### config.mk
export PLATFORM = sky130hd
export DESIGN_NAME = gate_test_sequencer_flat
export DESIGN_NICKNAME = d
export VERILOG_FILES = /design/src/rtl/gate_test_sequencer_pkg.sv /design/src/rtl/gate_test_sequencer_if.sv /design/src/rtl/gts_hold_counter.sv /design/src/rtl/gate_test_sequencer.sv /design/src/flat_wrapper.sv
export SDC_FILE = /design/constraint.sdc
export NUM_CORES = 1
export LEC_CHECK = 0
export CAP_MARGIN = 40
export CORE_ASPECT_RATIO = 0.9
export CORE_MARGIN = 3
export CORE_UTILIZATION = 40
export DETAILED_ROUTE_END_ITERATION = 6
export SETUP_SLACK_MARGIN = 0.2
export SLEW_MARGIN = 15
export SYNTH_ARGS = -nofsm -noshare
export SYNTH_HDL_FRONTEND = slang
export SYNTH_HIERARCHICAL = 1
export SYNTH_SLANG_ARGS = --single-unit
### constraint.sdc
create_clock -name clk -period 1.95 [get_ports clk]
set_input_delay 0.39 -clock clk [delete_from_list [all_inputs] [get_ports clk]]
set_output_delay 0.39 -clock clk [all_outputs]
set_load 0.1 [all_outputs]
### src/rtl/gate_test_sequencer_pkg.sv
// Shared definitions for the gate test sequencer: FSM state encoding and the
// truth tables of the 2-input gates, so benches can pick EXPECT by name.
package gate_test_sequencer_pkg;

  typedef enum logic [1:0] {
    ST_IDLE   = 2'd0,
    ST_APPLY  = 2'd1,
    ST_SAMPLE = 2'd2,
    ST_DONE   = 2'd3
  } state_t;

  // Bit i is the gate output for input vector i (vec[1]=x, vec[0]=y).
  localparam logic [3:0] TT_NAND = 4'b0111;
  localparam logic [3:0] TT_NOR  = 4'b0001;
  localparam logic [3:0] TT_AND  = 4'b1000;
  localparam logic [3:0] TT_OR   = 4'b1110;

endpackage

### src/rtl/gate_test_sequencer_if.sv
// Sequencer-side bundle: sweep control, GUT stimulus/response and results.
interface gate_test_sequencer_if #(
  parameter int N_IN = 2
);
  import gate_test_sequencer_pkg::*;

  // Handshake: start is level-sampled on a rising clk edge and accepted only
  // when busy=0; an accepted start raises busy on that edge and clears done.
  // busy stays high for 2**N_IN*(HOLD+1) cycles, then done rises with busy
  // falling on the same edge; results are valid while done=1.
  logic            start;
  logic            gut_s;
  logic [N_IN-1:0] vec;
  logic            busy;
  logic            done;
  logic            pass;
  logic [N_IN:0]   err_count;
  logic [N_IN-1:0] fail_vec;
  logic            fail_seen;
  state_t          dbg_state;

  modport master (
    input  start, gut_s,
    output vec, busy, done, pass, err_count, fail_vec, fail_seen, dbg_state
  );

  modport slave (
    output start, gut_s,
    input  vec, busy, done, pass, err_count, fail_vec, fail_seen, dbg_state
  );

endinterface

### src/rtl/gts_hold_counter.sv
// Per-vector settle counter: cleared by load, counts while en, and flags the
// last of HOLD settle cycles through tc.
module gts_hold_counter #(
  parameter int HOLD = 1
) (
  input  logic clk,
  input  logic rst_n,
  input  logic load,
  input  logic en,
  output logic tc
);

  localparam int CW = (HOLD > 1) ? $clog2(HOLD) : 1;
  localparam logic [CW-1:0] CNT_LAST = CW'(HOLD - 1);
  localparam logic [CW-1:0] CNT_ONE  = CW'(1);

  logic [CW-1:0] cnt;

  always_ff @(posedge clk or negedge rst_n) begin
    if (!rst_n) begin
      cnt <= '0;
    end else if (load) begin
      cnt <= '0;
    end else if (en && !tc) begin
      cnt <= cnt + CNT_ONE;
    end
  end

  assign tc = (cnt == CNT_LAST);

endmodule

### src/rtl/gate_test_sequencer.sv
// Clocked sweep of every GUT input vector with a registered compare against
// EXPECT. Define GTS_STOP_ON_FAIL_EN to end the sweep at the first mismatch.
module gate_test_sequencer
  import gate_test_sequencer_pkg::*;
#(
  parameter int                  N_IN   = 2,
  parameter int                  HOLD   = 1,
  parameter logic [2**N_IN-1:0]  EXPECT = TT_NAND
) (
  input  logic                 clk,
  input  logic                 rst_n,
  gate_test_sequencer_if.master bus
);

  localparam logic [N_IN-1:0] VEC_LAST = '1;
  localparam logic [N_IN-1:0] VEC_ONE  = N_IN'(1);
  localparam logic [N_IN:0]   ERR_ONE  = (N_IN + 1)'(1);

  state_t          state;
  logic [N_IN-1:0] vec_q;
  logic            busy_q;
  logic            done_q;
  logic            pass_q;
  logic [N_IN:0]   err_q;
  logic [N_IN-1:0] fail_vec_q;
  logic            fail_seen_q;

  logic mismatch;
  logic sweep_end;
  logic hold_tc;

  // gut_s only feeds this compare; every output below is a register.
  assign mismatch = (bus.gut_s != EXPECT[vec_q]);

`ifdef GTS_STOP_ON_FAIL_EN
  assign sweep_end = mismatch || (vec_q == VEC_LAST);
`else
  assign sweep_end = (vec_q == VEC_LAST);
`endif

  // Held clear outside APPLY so each vector starts its settle count at zero.
  gts_hold_counter #(
    .HOLD (HOLD)
  ) u_hold (
    .clk   (clk),
    .rst_n (rst_n),
    .load  (state != ST_APPLY),
    .en    (state == ST_APPLY),
    .tc    (hold_tc)
  );

  always_ff @(posedge clk or negedge rst_n) begin
    if (!rst_n) begin
      state       <= ST_IDLE;
      vec_q       <= '0;
      busy_q      <= 1'b0;
      done_q      <= 1'b0;
      pass_q      <= 1'b0;
      err_q       <= '0;
      fail_vec_q  <= '0;
      fail_seen_q <= 1'b0;
    end else begin
      case (state)
        ST_IDLE, ST_DONE: begin
          if (bus.start) begin
            state       <= ST_APPLY;
            vec_q       <= '0;
            busy_q      <= 1'b1;
            done_q      <= 1'b0;
            pass_q      <= 1'b0;
            err_q       <= '0;
            fail_vec_q  <= '0;
            fail_seen_q <= 1'b0;
          end
        end
        ST_APPLY: begin
          if (hold_tc) begin
            state <= ST_SAMPLE;
          end
        end
        ST_SAMPLE: begin
          if (mismatch) begin
            err_q <= err_q + ERR_ONE;
            if (!fail_seen_q) begin
              fail_vec_q  <= vec_q;
              fail_seen_q <= 1'b1;
            end
          end
          if (sweep_end) begin
            state  <= ST_DONE;
            busy_q <= 1'b0;
            done_q <= 1'b1;
            pass_q <= (err_q == '0) && !mismatch;
          end else begin
            state <= ST_APPLY;
            vec_q <= vec_q + VEC_ONE;
          end
        end
        default: state <= ST_IDLE;
      endcase
    end
  end

  assign bus.vec       = vec_q;
  assign bus.busy      = busy_q;
  assign bus.done      = done_q;
  assign bus.pass      = pass_q;
  assign bus.err_count = err_q;
  assign bus.fail_vec  = fail_vec_q;
  assign bus.fail_seen = fail_seen_q;
  assign bus.dbg_state = state;

endmodule

### src/flat_wrapper.sv
// flat-port wrapper written by rule: the top's interface ports become plain ports
module gate_test_sequencer_flat import gate_test_sequencer_pkg::*;
#(
  parameter int                  N_IN   = 2,
  parameter int                  HOLD   = 1,
  parameter logic [2**N_IN-1:0]  EXPECT = TT_NAND
)
  (clk, rst_n, bus_start, bus_gut_s, bus_vec, bus_busy, bus_done, bus_pass, bus_err_count, bus_fail_vec, bus_fail_seen, bus_dbg_state);
  gate_test_sequencer_if #(.N_IN(N_IN)) bus_i ();
  input  logic clk;
  input  logic rst_n;
  input wire logic [$bits(bus_i.start)-1:0] bus_start;
  input wire logic [$bits(bus_i.gut_s)-1:0] bus_gut_s;
  output wire logic [$bits(bus_i.vec)-1:0] bus_vec;
  output wire logic [$bits(bus_i.busy)-1:0] bus_busy;
  output wire logic [$bits(bus_i.done)-1:0] bus_done;
  output wire logic [$bits(bus_i.pass)-1:0] bus_pass;
  output wire logic [$bits(bus_i.err_count)-1:0] bus_err_count;
  output wire logic [$bits(bus_i.fail_vec)-1:0] bus_fail_vec;
  output wire logic [$bits(bus_i.fail_seen)-1:0] bus_fail_seen;
  output wire logic [$bits(bus_i.dbg_state)-1:0] bus_dbg_state;
  assign bus_i.start = bus_start;
  assign bus_i.gut_s = bus_gut_s;
  assign bus_vec = bus_i.vec;
  assign bus_busy = bus_i.busy;
  assign bus_done = bus_i.done;
  assign bus_pass = bus_i.pass;
  assign bus_err_count = bus_i.err_count;
  assign bus_fail_vec = bus_i.fail_vec;
  assign bus_fail_seen = bus_i.fail_seen;
  assign bus_dbg_state = bus_i.dbg_state;
  gate_test_sequencer #(.N_IN(N_IN), .HOLD(HOLD), .EXPECT(EXPECT)) u_core (.clk(clk), .rst_n(rst_n), .bus(bus_i));
endmodule
==> metrics.cfg, run 1 <==
[status]
status=finished clean

[power]
clkPwrFrac_pct=10.2
p_int_uw=855
power_density_nw_per_um2=1480
leakagePower_nw=0.492
p_comb_share_pct=62.7
finalPower_mw=1.72
pwr-share-seq_pct=27.1
p_switching_uw=861
p_sw_share_pct=50.2
peakVddDrop_uv=1200

[logic_synthesis]
syn-num-nets=91
synth_top_cell_by_area=dfrtp_1
synth_top_area_share_pct=42.2
netlist_area_um2=830
ys_ff_latch=14
synthFlopType=dfrtp_1
ys_types=35
synthArstFlopShare_pct=100
synthTopCellsByArea=dfrtp_1 42%, ha_1 9.0%, o21ai_0 5.4%
syn_inst=81
yosysWarnings=6
yosysSeqAreaShare_pct=42.2
synth_edf_count=0
avgSynthCellArea_um2=10.2

[finish]
syn2layout_area_growth_pct=40.1
final_cell_mix=10 x dfrtp_1, 9 x o21ai_0, 8 x buf_12, 8 x buf_4, 6 x inv_1
nNetsFinal=112
final_common_cell=dfrtp_1
final_cells=125
finish.utilization_pct=64.4
drive_gt1_share_pct=33.7
insertedDiodeCount=0

[job]
drv_cap=0

[worst_setup_path]
r2r_cells=4
start_kind=flop
worstPathArrival_ns=1.89
r2r-end=u_core/bus.fail_vec[1]
endpoint=u_core/bus.fail_vec[1]
worst-setup-path-type=reg2reg
critPathLaunch=u_core/bus.vec[0]
r2r-start=u_core/bus.vec[0]
critPathMaxFanout=6
critical_path_required_ns=2.16
reg2reg_slack_ns=0.27
endpoint_kind=flop

[routing]
route.detailed.drc=0
drtPass1Iterations=5
num_vias=688
postRouteAntennaNets=0
drt-total-wl_um=1700
first_iter_violations=18
routedWlPerCell_um=13.6
viasPerCell=5.50

[floorplanning]
coreArea_um2=1800
initial_utilization_pct=46.0
die_x_um=54.0
design.die.area_um2=2660
ios=17
rows=14
die_y_um=49.2

[sta]
hold_viol=0
worstMarginPinSlew_ns=0.405
setup_viol=0
setup_slack_ns=0.271
min_period_ns=1.68
finalClockSkew_ns=0.00110
grt_setup_unrepaired=false
relSlewSlack_pct=72.8
slew_viol_final=0
fin_setup_tns_ns=0
timing.final.crit_share_pct=86.1
fmax_mhz=596

[cts]
cts-root-buf=clkbuf_4
cts_tree=yes
ctsHoldBuffers=0
clock_sinks=14
clk_latency_ns=0.28
post_cts_buffers=0
cts_max_path_buffers=2
cts_made_buffers=3
clkTransAtPathRegs_ns=0.08
htreeDepth=1

[placed_design]
dp.cells=121
pre_cts_ws_ns=0.110
place_congestion=0.781
numPortBuffers=16
post-dp-hpwl_um=1260

[global_route]
first_global_vias=638
grt_usage_pct=15.0
antenna_found_initial=0
grt_pass1_wl_um=2860
grt_remaining_overflow=0
grt_max_degree=15

[min_path]
hp-class=in2async

-- flip-flops by register name, indices dropped and copies added (netlist names) --
register and cells:
u_core/bus.pass 1, u_core/bus.dbg_state 2, u_core/bus.vec 2, u_core/u_hold/cnt 1
u_core/bus.busy 1, u_core/bus.fail_seen 1, u_core/bus.done 1, u_core/bus.fail_vec 2
u_core/bus.err_count 3
-- cell type report --
| class | count | area, um2 |
|---|---|---|
| Clock buffer | 4 | 26.3 |
| Sequential cell | 14 | 365 |
| Fill cell | 149 | 642 |
| Multi-Input combinational cell | 56 | 457 |
| Timing Repair Buffer | 19 | 250 |
| Tap cell | 24 | 30.0 |
| Inverter | 8 | 33.8 |
-- per-stage QoR --
| stage | cell area (um2) | hold slack, ns |
|---|---|---|
| final | 1160 | 0.415 |
| after global routing | 1160 | 0.429 |
| after floorplan | 862 | 0.0944 |
| after global placement | 1120 | 0.509 |
| after detailed placement | 1120 | 0.520 |
| after CTS | 1150 | 0.420 |
-- metal layers --
metal / vias to the layer above / global-route usage (%) / part of all wire (%) / wire length (um)
li1: 332 / - / - / -
met1: 330 / 19.3 / 48 / 808
met2: 21 / 22.0 / 43 / 734
met3: 5 / 5.81 / 7.1 / 121
met4: 0 / 6.22 / 1.8 / 31
met5: - / 0 / 0 / 0
-- kinds of logic after synthesis --
group	share of synthesized area (%)
AOI/OAI and AO/OA	22.8
xor gates and xnor gates	2.11
adders and majority gates	9.05
buffers and inverters	6.03
DFF	42.2
muxes	3.77
and+or+nand+nor	14.0
-- cell usage after synthesis, drive strengths merged, types with 2 or more instances --
| master | number |
|---|---|
| dfrtp | 14 |
| a31oi | 3 |
| o21ai | 9 |
| nor2 | 3 |
| o211ai | 6 |
| nand2b | 2 |
| and2 | 2 |
| ha | 6 |
| mux2i | 2 |
| inv | 7 |
| buf | 2 |
| nand2 | 4 |
-- worst min-delay path by stage --
stage                           start                 endpoint  slack [ns]  depth (start not counted)
CTS                             rst_n  u_core/bus.dbg_state[0]        0.42                          2
floorplan                       rst_n          u_core/bus.busy        0.09                          0
finish                          rst_n  u_core/bus.dbg_state[0]        0.41                          2
global route                    rst_n        u_core/u_hold/cnt        0.43                          2
detailed placement  u_core/u_hold/cnt        u_core/u_hold/cnt        0.52                          1
global placement    u_core/u_hold/cnt        u_core/u_hold/cnt        0.51                          1
-- worst max-delay path, stage by stage (launching register included) --
cell and delay [ns]:
dfrtp_4 0.53, ha_4 0.20, xor2_1 0.19, or4_4 0.51, o211ai_2 0.17
-- power by group through the flow --
stage,combinational [mW],sequential (mW),clock [mW]
floorplan,0.390,0.795,0
global route,1.15,0.481,0.200
detailed placement,1.07,0.466,0
global placement,1.06,0.462,0
finish,1.08,0.465,0.175
CTS,1.07,0.460,0.184
-- timing repair --
action,4_1_cts,5_1_grt
endpoints found under the setup margin,3,4
cloned,0,0
gates resized for setup,1,2
(Power assumes the default switching activity.)
==> run 2: changes to the inputs <==
Settings changed: PLACE_DENSITY from default to 0.65, SYNTH_HIERARCHICAL 1 to default.
==> metrics.cfg, run 2 <==
[floorplanning]
die_x_um=53.5  ; -0.88%
coreArea_um2=1790  ; -0.97%
ios=17  ; unchanged
rows=14  ; unchanged
initial_utilization_pct=45.5  ; -0.46 points
die_y_um=48.8  ; -0.87%
design.die.area_um2=2610  ; -1.7%

[routing]
num_vias=709  ; +3.1%
route.detailed.drc=0  ; unchanged
routedWlPerCell_um=15.2  ; +12%
viasPerCell=5.58  ; +1.4%
drtPass1Iterations=4  ; -1
postRouteAntennaNets=0  ; unchanged
first_iter_violations=12  ; -6
drt-total-wl_um=1930  ; +14%

[logic_synthesis]
avgSynthCellArea_um2=10.4  ; +1.8%
synth-simple-area-share_pct=13.1  ; -0.95 points
synth_top_area_share_pct=43.1  ; +0.84 points
yosysSeqAreaShare_pct=43.1  ; +0.84 points
yosysWarnings=0  ; -6
ys_types=35  ; unchanged
syn_inst=78  ; -3.7%
synth.most_common_cell=dfrtp_1
synth_xor_area_share_pct=2.15  ; +0.042 points
synthFlopType=dfrtp_1
synth_fa_ha_area_share_pct=9.23  ; +0.18 points
ys_ff_latch=14  ; unchanged
synth_edf_count=0  ; unchanged
netlist_area_um2=813  ; -2.0%
synthArstFlopShare_pct=100  ; unchanged
synth_compound_area_share_pct=24.0  ; +1.2 points
synth_top_cell_by_area=dfrtp_1
syn-num-nets=88  ; -3.3%
muxShareOfSynthArea_pct=2.77  ; -1.0 points
synthTopCellsByArea=dfrtp_1 43%, ha_1 9.2%, o21ai_0 5.5%
synth_top_family_by_area=compound AO/OA/AOI/OAI gates
synthTopCellsByCount=14 x dfrtp_1, 9 x o21ai_0, 6 x ha_1, 6 x nand2_1, 5 x inv_1

[cts]
cts_tree=yes
clkTransAtPathRegs_ns=0.09  ; about the same
cts_max_path_buffers=2  ; unchanged
cts_made_buffers=3  ; unchanged
cts-root-buf=clkbuf_4
clock_sinks=14  ; unchanged
ctsHoldBuffers=0  ; unchanged
htreeDepth=1  ; unchanged
clk_latency_ns=0.28  ; about the same

[finish]
nNetsFinal=114  ; +1.8%
drive_gt1_share_pct=40.8  ; +7.1 points
insertedDiodeCount=0  ; unchanged
syn2layout_area_growth_pct=47.1
design_area_um2=1200  ; +2.9%
largest_reg_flops=3  ; unchanged
finish.utilization_pct=66.9  ; +2.5 points
final_cells=127  ; +1.6%
final_common_cell=buf_4
final_cell_mix=14 x buf_4, 10 x dfrtp_1, 9 x o21ai_0

[worst_setup_path]
worstPathArrival_ns=1.86  ; -0.03 ns
start_kind=flop
endpoint_kind=flop
critPathMaxFanout=6  ; unchanged
worst-setup-path-type=reg2reg
critical_path_required_ns=2.10  ; -0.06 ns

[power]
power_density_nw_per_um2=1390  ; -5.9%
leakagePower_nw=0.507  ; +3.0%
finalPower_mw=1.66  ; -3.2%
peakVddDrop_uv=894  ; -26%

[global_route]
grt_remaining_overflow=0  ; unchanged
grtUsageMet1_pct=19.7  ; +0.38 points
use_met3_pct=6.73  ; +0.92 points
grt_max_degree=18  ; +3
antenna_found_initial=0  ; unchanged
grt_pass1_wl_um=2920  ; +1.9%
first_global_vias=656  ; +2.8%
gr-usage-met2_pct=23.3  ; +1.3 points
top_usage_layer=met2
grt_usage_pct=15.0  ; -0.028 points

[sta]
finalClockSkew_ns=0.0118  ; +0.0107 ns
slew_viol_final=0  ; unchanged
setup_slack_ns=0.240  ; -0.0313 ns
grt_setup_unrepaired=true
setup_viol=0  ; unchanged
fmax_mhz=585  ; -1.8%
min_period_ns=1.71  ; +0.0313 ns
hold_viol=0  ; unchanged
whs_ns=0.408  ; -0.00695 ns
timing.final.crit_share_pct=87.7  ; +1.6 points
fin_setup_tns_ns=0  ; unchanged

[placed_design]
place_congestion=0.676  ; -14%
dp.cells=115  ; -5.0%
placed_cell_area_um2=1080  ; -3.6%
numPortBuffers=16  ; unchanged
post-dp-hpwl_um=1280  ; +2.3%
pre_cts_ws_ns=0.0677  ; -0.0426 ns

[job]
drv_cap=0  ; unchanged

[min_path]
hp-class=in2async

[status]
status=finished clean

run 2: per-layer routing:
metal	wire length, um	share of wire [%]
met1	873	45
met2	954	49
met3	103	5.3
met4	0	0
met5	0	0
run 2: report_power, final:
| group | switching (mW) | total [mW] | internal (mW) | leakage [nW] |
|---|---|---|---|---|
| Sequential | 0.0733 | 0.429 | 0.356 | 0.177 |
| Clock | 0.0942 | 0.174 | 0.0794 | 0.0150 |
| Combinational | 0.616 | 1.06 | 0.442 | 0.316 |
| Total | 0.783 | 1.66 | 0.877 | 0.507 |
run 2: path summary, 6_finish.rpt:
| kind | startpoint | depth (start not counted) | slack, ns | end |
|---|---|---|---|---|
| worst max-delay path | u_core.bus.dbg_state[1] | 5 | 0.24 | u_core.bus.vec[1] |
| worst min-delay path | rst_n | 2 | 0.41 | u_core.bus.vec[0] |
| worst max register to register | u_core.bus.dbg_state[1] | 5 | 0.24 | u_core.bus.vec[1] |
| worst min register to register | u_core.u_hold.cnt | 2 | 0.54 | u_core.bus.dbg_state[0] |
| max in group asynchronous | rst_n | 2 | 1.34 | u_core.bus.dbg_state[1] |
| min in group clk | u_core.u_hold.cnt | 2 | 0.54 | u_core.bus.dbg_state[0] |
run 2: final cells by class:
class                   instances  area (um2)
clock buffers                   4        26.3
fillers                       156         591
multi-input cells              56         480
flip-flops and latches         14         365
repair buffers                 24         275
inverters                       5        18.8
well taps                      24        30.0
run 2: critical path, cell delays in order, from the launching register on:
cell and delay, ns:
dfrtp_4 0.51, ha_4 0.27, nor2b_4 0.15, buf_4 0.15
buf_4 0.13, o311ai_0 0.37
run 2: kinds of logic (layout without fill, tap and decap cells):
kind of cell	count (synthesis)	after routing
muxes	2	2
adders and majority gates	6	6
other	1	1
AOI/OAI and AO/OA	27	27
buffers and inverters	9	33
and+or+nand+nor	17	18
xor gates and xnor gates	2	2
DFF	14	14
run 2: what timing repair did:
item	4_1_cts	5_1_grt
setup buffers	0	7
setup endpoints to repair	0	5
resized for setup	0	4
